`src/rtl/simple_dual_pipe.sv`:
```
// simple_dual_pipe: single-clock simple dual-port RAM.
// Port A writes with per-byte enables. Port B reads with a latency of 1 or 2
// cycles and a qualifying valid strobe. A sequencer clears memory after reset.
// Legal parameter values: WIDTH a multiple of 8, RD_LATENCY 1 or 2,
// COLL_MODE 0 (read-first) or 1 (write-first, merged per byte lane).
module simple_dual_pipe #(
    parameter int WIDTH         = 32,
    parameter int ADDR_WIDTH    = 4,
    parameter int RD_LATENCY    = 1,
    parameter int COLL_MODE     = 0,
    parameter int INIT_ON_RESET = 1,
    localparam int WEA_WIDTH    = WIDTH / 8
) (
    input  logic                  clk,
    input  logic                  rst_n,
    input  logic                  ena,
    input  logic [WEA_WIDTH-1:0]  wea,
    input  logic [ADDR_WIDTH-1:0] addra,
    input  logic [WIDTH-1:0]      dina,
    input  logic                  enb,
    input  logic [ADDR_WIDTH-1:0] addrb,
    output logic [WIDTH-1:0]      doutb,
    output logic                  doutb_valid,
    output logic                  init_busy
);

    localparam int DEPTH = 2 ** ADDR_WIDTH;
    localparam logic [ADDR_WIDTH-1:0] LAST_ADDR = ADDR_WIDTH'(DEPTH - 1);

    typedef enum logic {
        ST_INIT = 1'b0,
        ST_RUN  = 1'b1
    } state_t;

    state_t                  state_reg;
    logic [ADDR_WIDTH-1:0]   init_addr_reg;
    logic                    init_busy_reg;

    // Clear sequencer: walk every address once, then hand the ports over.
    always_ff @(posedge clk) begin
        if (!rst_n) begin
            state_reg     <= (INIT_ON_RESET != 0) ? ST_INIT : ST_RUN;
            init_addr_reg <= '0;
            init_busy_reg <= (INIT_ON_RESET != 0);
        end else begin
            case (state_reg)
                ST_INIT: begin
                    init_addr_reg <= init_addr_reg + ADDR_WIDTH'(1);
                    if (init_addr_reg == LAST_ADDR) begin
                        state_reg     <= ST_RUN;
                        init_busy_reg <= 1'b0;
                    end
                end
                default: begin
                    init_busy_reg <= 1'b0;
                end
            endcase
        end
    end

    assign init_busy = init_busy_reg;

    // Port qualification. Nothing is accepted while reset is asserted, and
    // the user ports are ignored until the clear sequence has finished.
    logic run;
    logic wr_run;
    logic rd_accept;
    logic coll;

    assign run       = rst_n && (state_reg == ST_RUN);
    assign wr_run    = run && ena;
    assign rd_accept = run && enb;
    assign coll      = wr_run && rd_accept && (addra == addrb);

    logic [ADDR_WIDTH-1:0] wr_addr;
    logic [WEA_WIDTH-1:0]  wr_lane_en;
    logic [WIDTH-1:0]      wr_data;

    // Write-port mux: the sequencer owns the write port during the clear.
    always_comb begin
        wr_addr    = addra;
        wr_lane_en = '0;
        wr_data    = dina;
        if (rst_n && (state_reg == ST_INIT)) begin
            wr_addr    = init_addr_reg;
            wr_lane_en = '1;
            wr_data    = '0;
        end else if (wr_run) begin
            wr_lane_en = wea;
        end
    end

    // RAM output word, assembled from the independent byte-lane memories.
    logic [WIDTH-1:0] ram_q;

    // One narrow RAM per byte lane. This keeps byte enables a plain per-RAM
    // write enable, and lets the write-first merge be decided per lane.
    genvar gi;
    generate
        for (gi = 0; gi < WEA_WIDTH; gi++) begin : g_lane
            logic [7:0] mem [DEPTH];
            logic [7:0] q_reg;

            // Byte-lane write port.
            always_ff @(posedge clk) begin
                if (wr_lane_en[gi]) begin
                    mem[wr_addr] <= wr_data[8*gi +: 8];
                end
            end

            // Registered read. The array read returns the pre-write byte, so
            // read-first needs nothing extra. Write-first forwards the
            // incoming byte of an enabled lane on a same-address collision.
            always_ff @(posedge clk) begin
                if (!rst_n) begin
                    q_reg <= '0;
                end else if (rd_accept) begin
                    if ((COLL_MODE == 1) && coll && wea[gi]) begin
                        q_reg <= dina[8*gi +: 8];
                    end else begin
                        q_reg <= mem[addrb];
                    end
                end
            end

            assign ram_q[8*gi +: 8] = q_reg;
        end
    endgenerate

    // Valid bit that travels alongside the RAM output register.
    logic ram_vld_reg;

    // Track which RAM output words carry an accepted read. Reset flushes it.
    always_ff @(posedge clk) begin
        if (!rst_n) begin
            ram_vld_reg <= 1'b0;
        end else begin
            ram_vld_reg <= rd_accept;
        end
    end

    // First output stage. It only loads on a completing read, so doutb holds
    // its last value between reads.
    logic [WIDTH-1:0] dout1_reg;
    logic             vld1_reg;

    // Output stage 1: data and strobe for latency 1.
    always_ff @(posedge clk) begin
        if (!rst_n) begin
            dout1_reg <= '0;
            vld1_reg  <= 1'b0;
        end else begin
            vld1_reg <= ram_vld_reg;
            if (ram_vld_reg) begin
                dout1_reg <= ram_q;
            end
        end
    end

    generate
        if (RD_LATENCY == 2) begin : g_lat2
            logic [WIDTH-1:0] dout2_reg;
            logic             vld2_reg;

            // Extra output register stage for latency 2.
            always_ff @(posedge clk) begin
                if (!rst_n) begin
                    dout2_reg <= '0;
                    vld2_reg  <= 1'b0;
                end else begin
                    vld2_reg <= vld1_reg;
                    if (vld1_reg) begin
                        dout2_reg <= dout1_reg;
                    end
                end
            end

            assign doutb       = dout2_reg;
            assign doutb_valid = vld2_reg;
        end else begin : g_lat1
            assign doutb       = dout1_reg;
            assign doutb_valid = vld1_reg;
        end
    endgenerate

endmodule

```
`config.mk`:
```
export PLATFORM = sky130hd
export DESIGN_NAME = simple_dual_pipe
export DESIGN_NICKNAME = d
export VERILOG_FILES = /design/src/rtl/simple_dual_pipe.sv
export SDC_FILE = /design/constraint.sdc
export NUM_CORES = 1
export LEC_CHECK = 0
export CAP_MARGIN = 10
export CORE_MARGIN = 4
export CORE_UTILIZATION = 30
export CTS_BUF_LIST = sky130_fd_sc_hd__clkbuf_8
export DETAILED_ROUTE_END_ITERATION = 10
export PLACE_DENSITY = 0.57
export SETUP_SLACK_MARGIN = 0.2
export SLEW_MARGIN = 10
export SYNTH_ARGS = -nofsm -noshare
export SYNTH_HDL_FRONTEND = slang
export SYNTH_SLANG_ARGS = --single-unit
```
`constraint.sdc`:
```
create_clock -name clk -period 2.35 [get_ports clk]
set_clock_uncertainty 0.2 [all_clocks]
set_input_delay 0.47 -clock clk [delete_from_list [all_inputs] [get_ports clk]]
set_output_delay 0.47 -clock clk [all_outputs]
set_load 0.02 [all_outputs]
```
==> results of run 1 <==
-- per-layer routing --
layer | wire [um] | track usage, %
met3 | 2805 | 2.484
met2 | 28060 | 24.38
met4 | 1298 | 4.759
met1 | 24750 | 18.63
met5 | 0 | 0
-- worst register-to-register path, cell delays in order, from the launching register on --
cell and delay, ns:
sky130_fd_sc_hd__dfxtp_2 0.38, sky130_fd_sc_hd__nand2b_4 0.21, sky130_fd_sc_hd__mux2i_2 0.26, sky130_fd_sc_hd__buf_4 0.17
sky130_fd_sc_hd__nand2_1 0.21, sky130_fd_sc_hd__nor2_1 0.17, sky130_fd_sc_hd__buf_4 0.20
-- logic make-up after synthesis --
| kind of cell | after synthesis | share of synthesized area (%) |
|---|---|---|
| compound gates | 118 | 3.782 |
| simple gates | 203 | 4.446 |
| mux | 241 | 15.22 |
| buf+inv | 78 | 1.971 |
| xor+xnor | 3 | 0.1163 |
| flops | 584 | 74.41 |
| fa+ha+maj | 1 | 0.05536 |
-- metrics by stage --
stage          power, mW  util [%]  setup slack, ns
2_1_floorplan      12.32         -           0.1419
3_3_place_gp       12.91     34.46          -0.2068
3_5_place_dp       12.92     34.46          -0.1981
4_1_cts            21.36     36.84           0.1766
5_1_grt            21.94     36.93           0.1783
6_report           21.12     36.93           0.2422
-- cell type report --
class	count	area (um^2)
Clock inverter	72	441.7
Sequential cell	584	16820
Clock buffer	99	1363
Timing Repair Buffer	243	2271
Multi-Input combinational cell	566	5411
Antenna cell	1	2.502
Inverter	5	18.77
Tap cell	969	1212
Fill cell	6970	47030
-- repair_timing --
action	4_1_cts	5_1_grt
endpoints found under the setup margin	238	458
pin swaps	0	0
endpoints found under the hold margin	0	0
gates resized for setup	37	21
buffers inserted	0	0
-- layout by cell type, fill, tap and decap left out, types with 25 or more instances in the layout --
cell,Yosys,layout
sky130_fd_sc_hd__nor2_1,65,61
sky130_fd_sc_hd__dlygate4sd2_1,0,33
sky130_fd_sc_hd__edfxtp_1,512,512
sky130_fd_sc_hd__clkinv_1,0,25
sky130_fd_sc_hd__mux2i_1,159,158
sky130_fd_sc_hd__nor2b_1,37,36
sky130_fd_sc_hd__buf_4,10,137
sky130_fd_sc_hd__clkbuf_8,0,99
sky130_fd_sc_hd__dfxtp_1,72,67
sky130_fd_sc_hd__mux4_2,82,82
sky130_fd_sc_hd__a221oi_1,32,32
sky130_fd_sc_hd__inv_1,5,25
sky130_fd_sc_hd__nand2_1,50,45
sky130_fd_sc_hd__clkdlybuf4s50_1,0,43
sky130_fd_sc_hd__and2_1,38,38
sky130_fd_sc_hd__a22oi_1,27,27
-- power by group through the flow --
stage / Clock, mW / Sequential, mW / Combinational, mW
final: 8.42 / 11.5 / 1.23
after global routing: 9.14 / 11.5 / 1.32
after CTS: 8.65 / 11.5 / 1.25
after detailed placement: 0 / 11.7 / 1.24
after global placement: 0 / 11.7 / 1.23
after floorplan: 0 / 11.7 / 0.658
-- path summary, 6_finish.rpt --
path,startpoint,cells past startpoint,slack [ns],endpoint
setup / recovery,state_reg$_SDFF_PN0_,6,0.24,g_lane[3].mem[12][2]$_DFFE_PP_
hold / removal,rst_n,3,0.14,init_addr_reg[1]$_SDFFE_PN0N_
setup reg to reg,state_reg$_SDFF_PN0_,6,0.24,g_lane[3].mem[12][2]$_DFFE_PP_
hold reg to reg,init_busy$_SDFFE_PN1P_,2,0.25,init_busy$_SDFFE_PN1P_
==> metrics.md, run 1 <==
| Metric | Value |
|---|---|
| Status | `completed` |
| Top-level port count | `about 80` |
| Leak pwr | `~9.6 nW` |
| Number of flops mapped to enable cells by yosys | `512` |
| Sequential share of the synthesized area | `between 70 and 80%` |
| Flip-flop count of the largest register, all copies and words added | `512` |
| Core area | `approximately 75000 um^2` |
| Critical path class | `reg2reg` |
| Synth top area cells | `sky130_fd_sc_hd__edfxtp_1 68%, sky130_fd_sc_hd__mux4_2 8.2%, sky130_fd_sc_hd__mux2i_1 7.0%` |
| Global placer's final weighted congestion | `0.7834` |
| Combined global-route utilization of all metal layers | `between 10% and 20%` |
| Cell type with the largest total area after synthesis | `sky130_fd_sc_hd__edfxtp_1` |
| Antenna violations before repair | `1` |
| TritonCTS clock tree | `yes` |
| Total negative slack | `0 ns` |
| Count of buffer and inverter cells on the critical path | `2` |
| Sequential power share | `54.3%` |
| Overflow left after global routing | `0` |
| Post-synthesis net count | `1277` |
| Post-detailed-route wirelength per cell | `between 20 and 25 um` |
| Number of design-rule violations left by the first detailed-router iteration | `slightly above 900` |
| Number of placement rows | `100` |
| Largest net degree at the start of global routing | `36` |
| Number of instances in the synthesized netlist | `~1200` |
| Fmax | `approximately 0.47 GHz` |
| First-pass GRT wire length | `84250 um` |
| Launching element type of the critical path | `flip-flop` |
| Max-slew headroom at the worst pin | `51.44%` |
| Data required time at the worst endpoint | `about 2.5 ns` |
| Number of failing hold endpoints at the final stage | `0` |
| Internal power summed over all cells | `approximately 16 mW` |
| Clock transition at path regs | `around 0.070 ns` |
| Layout net count | `1543` |
| Clock latency reported for the late side of the worst-skew pair | `between 0.6 and 0.7 ns` |
| Worst hold-check path type | `in2reg` |
| Min Hold Slack | `0.1413 ns` |
| Cell type group with the largest total delay on the critical path | `simple AND/OR/NAND/NOR gates` |
| Number of buffers inserted during clock tree synthesis | `94` |
| Total Wirelength | `56920 um` |
| Worst-margin pin slew | `roughly 0.73 ns` |
| NetSw | `4.712 mW` |
| Height of the chip | `282.5 um` |
| Share of the synthesized area in the top cell type | `between 60% and 70%` |
| # port buffers | `81` |
| Most used DFF post-synth | `sky130_fd_sc_hd__edfxtp_1` |
| Post-synthesis instance area | `approximately 23000 um^2` |
| Detail-routed via count per cell | `between 4 and 5` |
| Crit. End Element | `flip-flop` |
| Maximum vdd drop | `0.4001 mV` |
| Share of post-route cells with drive strength above 1 | `between 20% and 30%` |
| Highest-delay cell along the critical path | `sky130_fd_sc_hd__dfxtp_2` |
| # Max-Cap Violations | `0` |
| Via Count | `12116` |
| CTS H-Tree Depth | `3` |
| Layout overhead on the synthesized area | `21.88%` |
| Detailed Place HPWL | `about 38000 um` |
| Number of global-route vias before repair | `approximately 13000` |
| DP Cell Count | `2367` |
| Critical Path AT | `2.26 ns` |
| Area after detailed placement | `~26000 um^2` |
| Max Buffers Root-to-Sink | `3` |
| Overall die width | `approximately 280 um` |
| Synth cell count leaders | `512 x sky130_fd_sc_hd__edfxtp_1, 159 x sky130_fd_sc_hd__mux2i_1, 82 x sky130_fd_sc_hd__mux4_2` |
| Final max-slew violation count | `0` |
| Finished Layout Cells | `about 2500` |
| Remaining antenna violation count after routing | `0` |
| Slowest cell delay on critical path | `0.38 ns` |
| Logic pwr share | `~5.8%` |
| Clock net sink count | `584` |
| Share of total power in the clock network | `between 30% and 40%` |
| Starting utilization of the core area | `30.30%` |
| Detailed Routing Iterations Pass 1 | `5` |
| CP dominant cell by count | `sky130_fd_sc_hd__buf_4` |
| Flops & latches, synth | `584` |
| Chain of cells forming the critical path | `nand2b_4 -> mux2i_2 -> buf_4 -> nand2_1 -> nor2_1 -> buf_4` |
| Total setup violations reported at the end of the flow | `0` |
| Power density cells | `roughly 770 nW/um^2` |
| Count of distinct cell types in the synthesized netlist | `34` |
| Ratio of final minimum period to clock period | `~90%` |
| Setup repair after global routing missed its margin | `no` |
| DR DRC count | `0` |
| Yosys warns | `0` |
| Number of hold-repair buffers added at the cts stage | `0` |
| Master cell of the clock root buffer | `sky130_fd_sc_hd__clkbuf_8` |
| Final worst path period need | `between 2 and 2.5 ns` |
| Share of total power consumed by net switching | `22.31%` |
| Die ar. | `79780 um^2` |
| Count leader, synth | `sky130_fd_sc_hd__edfxtp_1` |
| Mapped Avg Cell Area | `between 15 and 20 um^2` |
| Asr flop ratio synth | `0%` |
| Worst-path maximum fanout | `8` |
| Post-Layout Inst Area | `27540 um^2` |
Power figures use the tool's default switching activity.
==> inputs of run 2 (changes only) <==
--- a/config.mk
+++ b/config.mk
@@ -10,9 +10,11 @@
 export CORE_UTILIZATION = 30
 export CTS_BUF_LIST = sky130_fd_sc_hd__clkbuf_8
 export DETAILED_ROUTE_END_ITERATION = 10
+export GPL_ROUTABILITY_DRIVEN = 0
 export PLACE_DENSITY = 0.57
 export SETUP_SLACK_MARGIN = 0.2
 export SLEW_MARGIN = 10
 export SYNTH_ARGS = -nofsm -noshare
 export SYNTH_HDL_FRONTEND = slang
 export SYNTH_SLANG_ARGS = --single-unit
+export TNS_END_PERCENT = 1
==> run 2 against run 1 <==
Routed wire length is 0.26% lower. Worst hold slack better by 0.0098 ns. Register-to-register slack worse by 0.08 ns. Global-route usage stayed put. Total power hardly changed. Sequential share of layout area is 0.056 points higher. Count of clock-buffer cells in the layout stayed put. Clock power hardly changed. Critical endpoint unchanged. Final area is 0.11% lower. Flip-flop and latch count stayed put. Cell count stayed put. Maximum frequency is 3.8% lower.
==> metrics.md, run 2 (same netlist as run 1, synthesis figures left out) <==
| Metric | Value |
|---|---|
| TritonCTS clock tree | `yes` |
| Detail-routed via count per cell | `4.754 (-0.37%)` |
| Status | `completed` |
| Most frequent standard cell in the layout excluding fill and tap cells | `sky130_fd_sc_hd__edfxtp_1` |
| Worst-margin pin slew | `0.7311 ns (+0.002743 ns)` |
| Final max-slew violation count | `0 (unchanged)` |
| Crit. End Element | `flip-flop` |
| Ratio of final minimum period to clock period | `93.26% (+3.6 points)` |
| Flip-flop count of the largest register, all copies and words added | `512 (unchanged)` |
| Overall die width | `282.5 um (unchanged)` |
| Max Buffers Root-to-Sink | `3 (unchanged)` |
| Maximum vdd drop | `0.4010 mV (+0.22%)` |
| Detailed Place HPWL | `38370 um (unchanged)` |
| Beginning of the worst hold path | `rst_n` |
| Number of failing hold endpoints at the final stage | `0 (unchanged)` |
| Leading cell types in the layout, fill and taps excluded | `512 x sky130_fd_sc_hd__edfxtp_1, 158 x sky130_fd_sc_hd__mux2i_1, 139 x sky130_fd_sc_hd__buf_4, 99 x sky130_fd_sc_hd__clkbuf_8, 82 x sky130_fd_sc_hd__mux4_2` |
| Number of global-route vias before repair | `12900 (unchanged)` |
| Remaining antenna violation count after routing | `0 (unchanged)` |
| Worst r2r src | `state_reg$_SDFF_PN0_` |
| Share of post-route cells with drive strength above 1 | `25.05% (-0.57 points)` |
| Master cell of the clock root buffer | `sky130_fd_sc_hd__clkbuf_8` |
| Total Wirelength | `56770 um (-0.26%)` |
| Via Count | `12071 (-0.37%)` |
| Data required time at the worst endpoint | `2.50 ns (about the same)` |
| # Max-Cap Violations | `0 (unchanged)` |
| Layout net count | `1543 (unchanged)` |
| Worst hold-check path type | `in2reg` |
| Combined global-route utilization of all metal layers | `14.30% (unchanged)` |
| Number of design-rule violations left by the first detailed-router iteration | `923 (+0.87%)` |
| Total setup violations reported at the end of the flow | `0 (unchanged)` |
| Core area | `74570 um^2 (unchanged)` |
| Area after detailed placement | `25700 um^2 (unchanged)` |
| Launching element type of the critical path | `flip-flop` |
| Number of buffers inserted during clock tree synthesis | `94 (unchanged)` |
| Max-slew headroom at the worst pin | `51.26% (-0.18 points)` |
| Height of the chip | `282.5 um (unchanged)` |
| Fill cells | `6964 (-0.086%)` |
| Die ar. | `79780 um^2 (unchanged)` |
| Clock latency reported for the late side of the worst-skew pair | `0.66 ns (about the same)` |
| First-pass GRT wire length | `84250 um (unchanged)` |
| Fmax | `0.4563 GHz (-3.8%)` |
| CTS H-Tree Depth | `3 (unchanged)` |
| Post-detailed-route wirelength per cell | `22.36 um (-0.26%)` |
| Worst-path maximum fanout | `8 (unchanged)` |
| Post-Layout Inst Area | `27510 um^2 (-0.11%)` |
| Top-level port count | `82 (unchanged)` |
| Critical Path AT | `2.35 ns (+0.09 ns)` |
| Clock transition at path regs | `0.07 ns (about the same)` |
| Largest net degree at the start of global routing | `36 (unchanged)` |
| Post-layout total power | `21.10 mW (about the same)` |
| Layout overhead on the synthesized area | `21.74%` |
| # port buffers | `81 (unchanged)` |
| Origin of the worst setup path | `state_reg$_SDFF_PN0_` |
| Antenna violations before repair | `1 (unchanged)` |
| Number of placement rows | `100 (unchanged)` |
| Leak pwr | `9.563 nW (about the same)` |
| Starting utilization of the core area | `30.30% (unchanged)` |
| Power density cells | `767.0 nW/um^2 (about the same)` |
| Final worst path period need | `2.192 ns (+0.08395 ns)` |
| Clock net sink count | `584 (unchanged)` |
| DR DRC count | `0 (unchanged)` |
| Detailed Routing Iterations Pass 1 | `6 (+1)` |
| Critical path class | `reg2reg` |
| Overflow left after global routing | `0 (unchanged)` |
| Setup repair after global routing missed its margin | `yes` |
| Number of setup buffers added after CTS | `0 (unchanged)` |
run 2: timing repair:
item,CTS,global route
gates cloned,0,0
endpoints found under the setup margin,238,458
resized for setup,37,9
hold buffers,0,0
endpoints found under the hold margin,0,0
run 2: cell type report:
| class | count | area (um^2) | share of cell area (%) |
|---|---|---|---|
| Clock inverter | 72 | 441.7 | 1.605 |
| Timing Repair Buffer | 243 | 2262 | 8.223 |
| Multi-Input combinational cell | 566 | 5393 | 19.60 |
| Sequential cell | 584 | 16820 | 61.13 |
| Antenna cell | 1 | 2.502 | 0.009096 |
| Inverter | 5 | 18.77 | 0.06822 |
| Tap cell | 969 | 1212 | 4.407 |
| Clock buffer | 99 | 1363 | 4.953 |
run 2: through the flow:
step / setup TNS (ns) / setup slack (ns) / utilization (%) / hold WS (ns) / std cells
2_1_floorplan: 0 / 0.1419 / - / 0.2526 / 1228
3_3_place_gp: -46.49 / -0.2068 / 34.46 / 0.2432 / 2367
3_5_place_dp: -44.60 / -0.1981 / 34.46 / 0.2539 / 2367
4_1_cts: 0 / 0.1766 / 36.84 / 0.07663 / 2538
5_1_grt: 0 / 0.09245 / 36.89 / 0.1515 / 2539
6_report: 0 / 0.1583 / 36.89 / 0.1511 / 2539
run 2: final timing paths:
kind	endpoint	slack [ns]	cells after the start
min reg2reg	init_busy$_SDFFE_PN1P_	0.25	2
max	g_lane[3].mem[12][2]$_DFFE_PP_	0.16	6
max reg2reg	g_lane[3].mem[12][2]$_DFFE_PP_	0.16	6
min	doutb[1]$_SDFFE_PN0P_	0.15	3
run 2: report_power, final:
group / internal (mW) / switching (mW)
clock network: 4.45 / 3.95
logic: 0.525 / 0.706
registers: 11.4 / 0.0380
run 2: critical path, cell delays in order (launching register included):
cell	delay (ns)
sky130_fd_sc_hd__dfxtp_1	0.42
sky130_fd_sc_hd__nand2b_4	0.23
sky130_fd_sc_hd__mux2i_2	0.28
sky130_fd_sc_hd__buf_4	0.17
sky130_fd_sc_hd__nand2_1	0.21
sky130_fd_sc_hd__nor2_1	0.17
sky130_fd_sc_hd__buf_4	0.20
run 2: metal layers:
layer | routed length [um] | part of all wire (%) | up-vias | global-route usage, %
li1 | - | - | 5423 | -
met5 | 0 | 0 | - | 0
met4 | 1208 | 2.1 | 0 | 4.759
met1 | 24600 | 43 | 6234 | 18.63
met3 | 2789 | 4.9 | 78 | 2.484
met2 | 28170 | 50 | 336 | 24.38
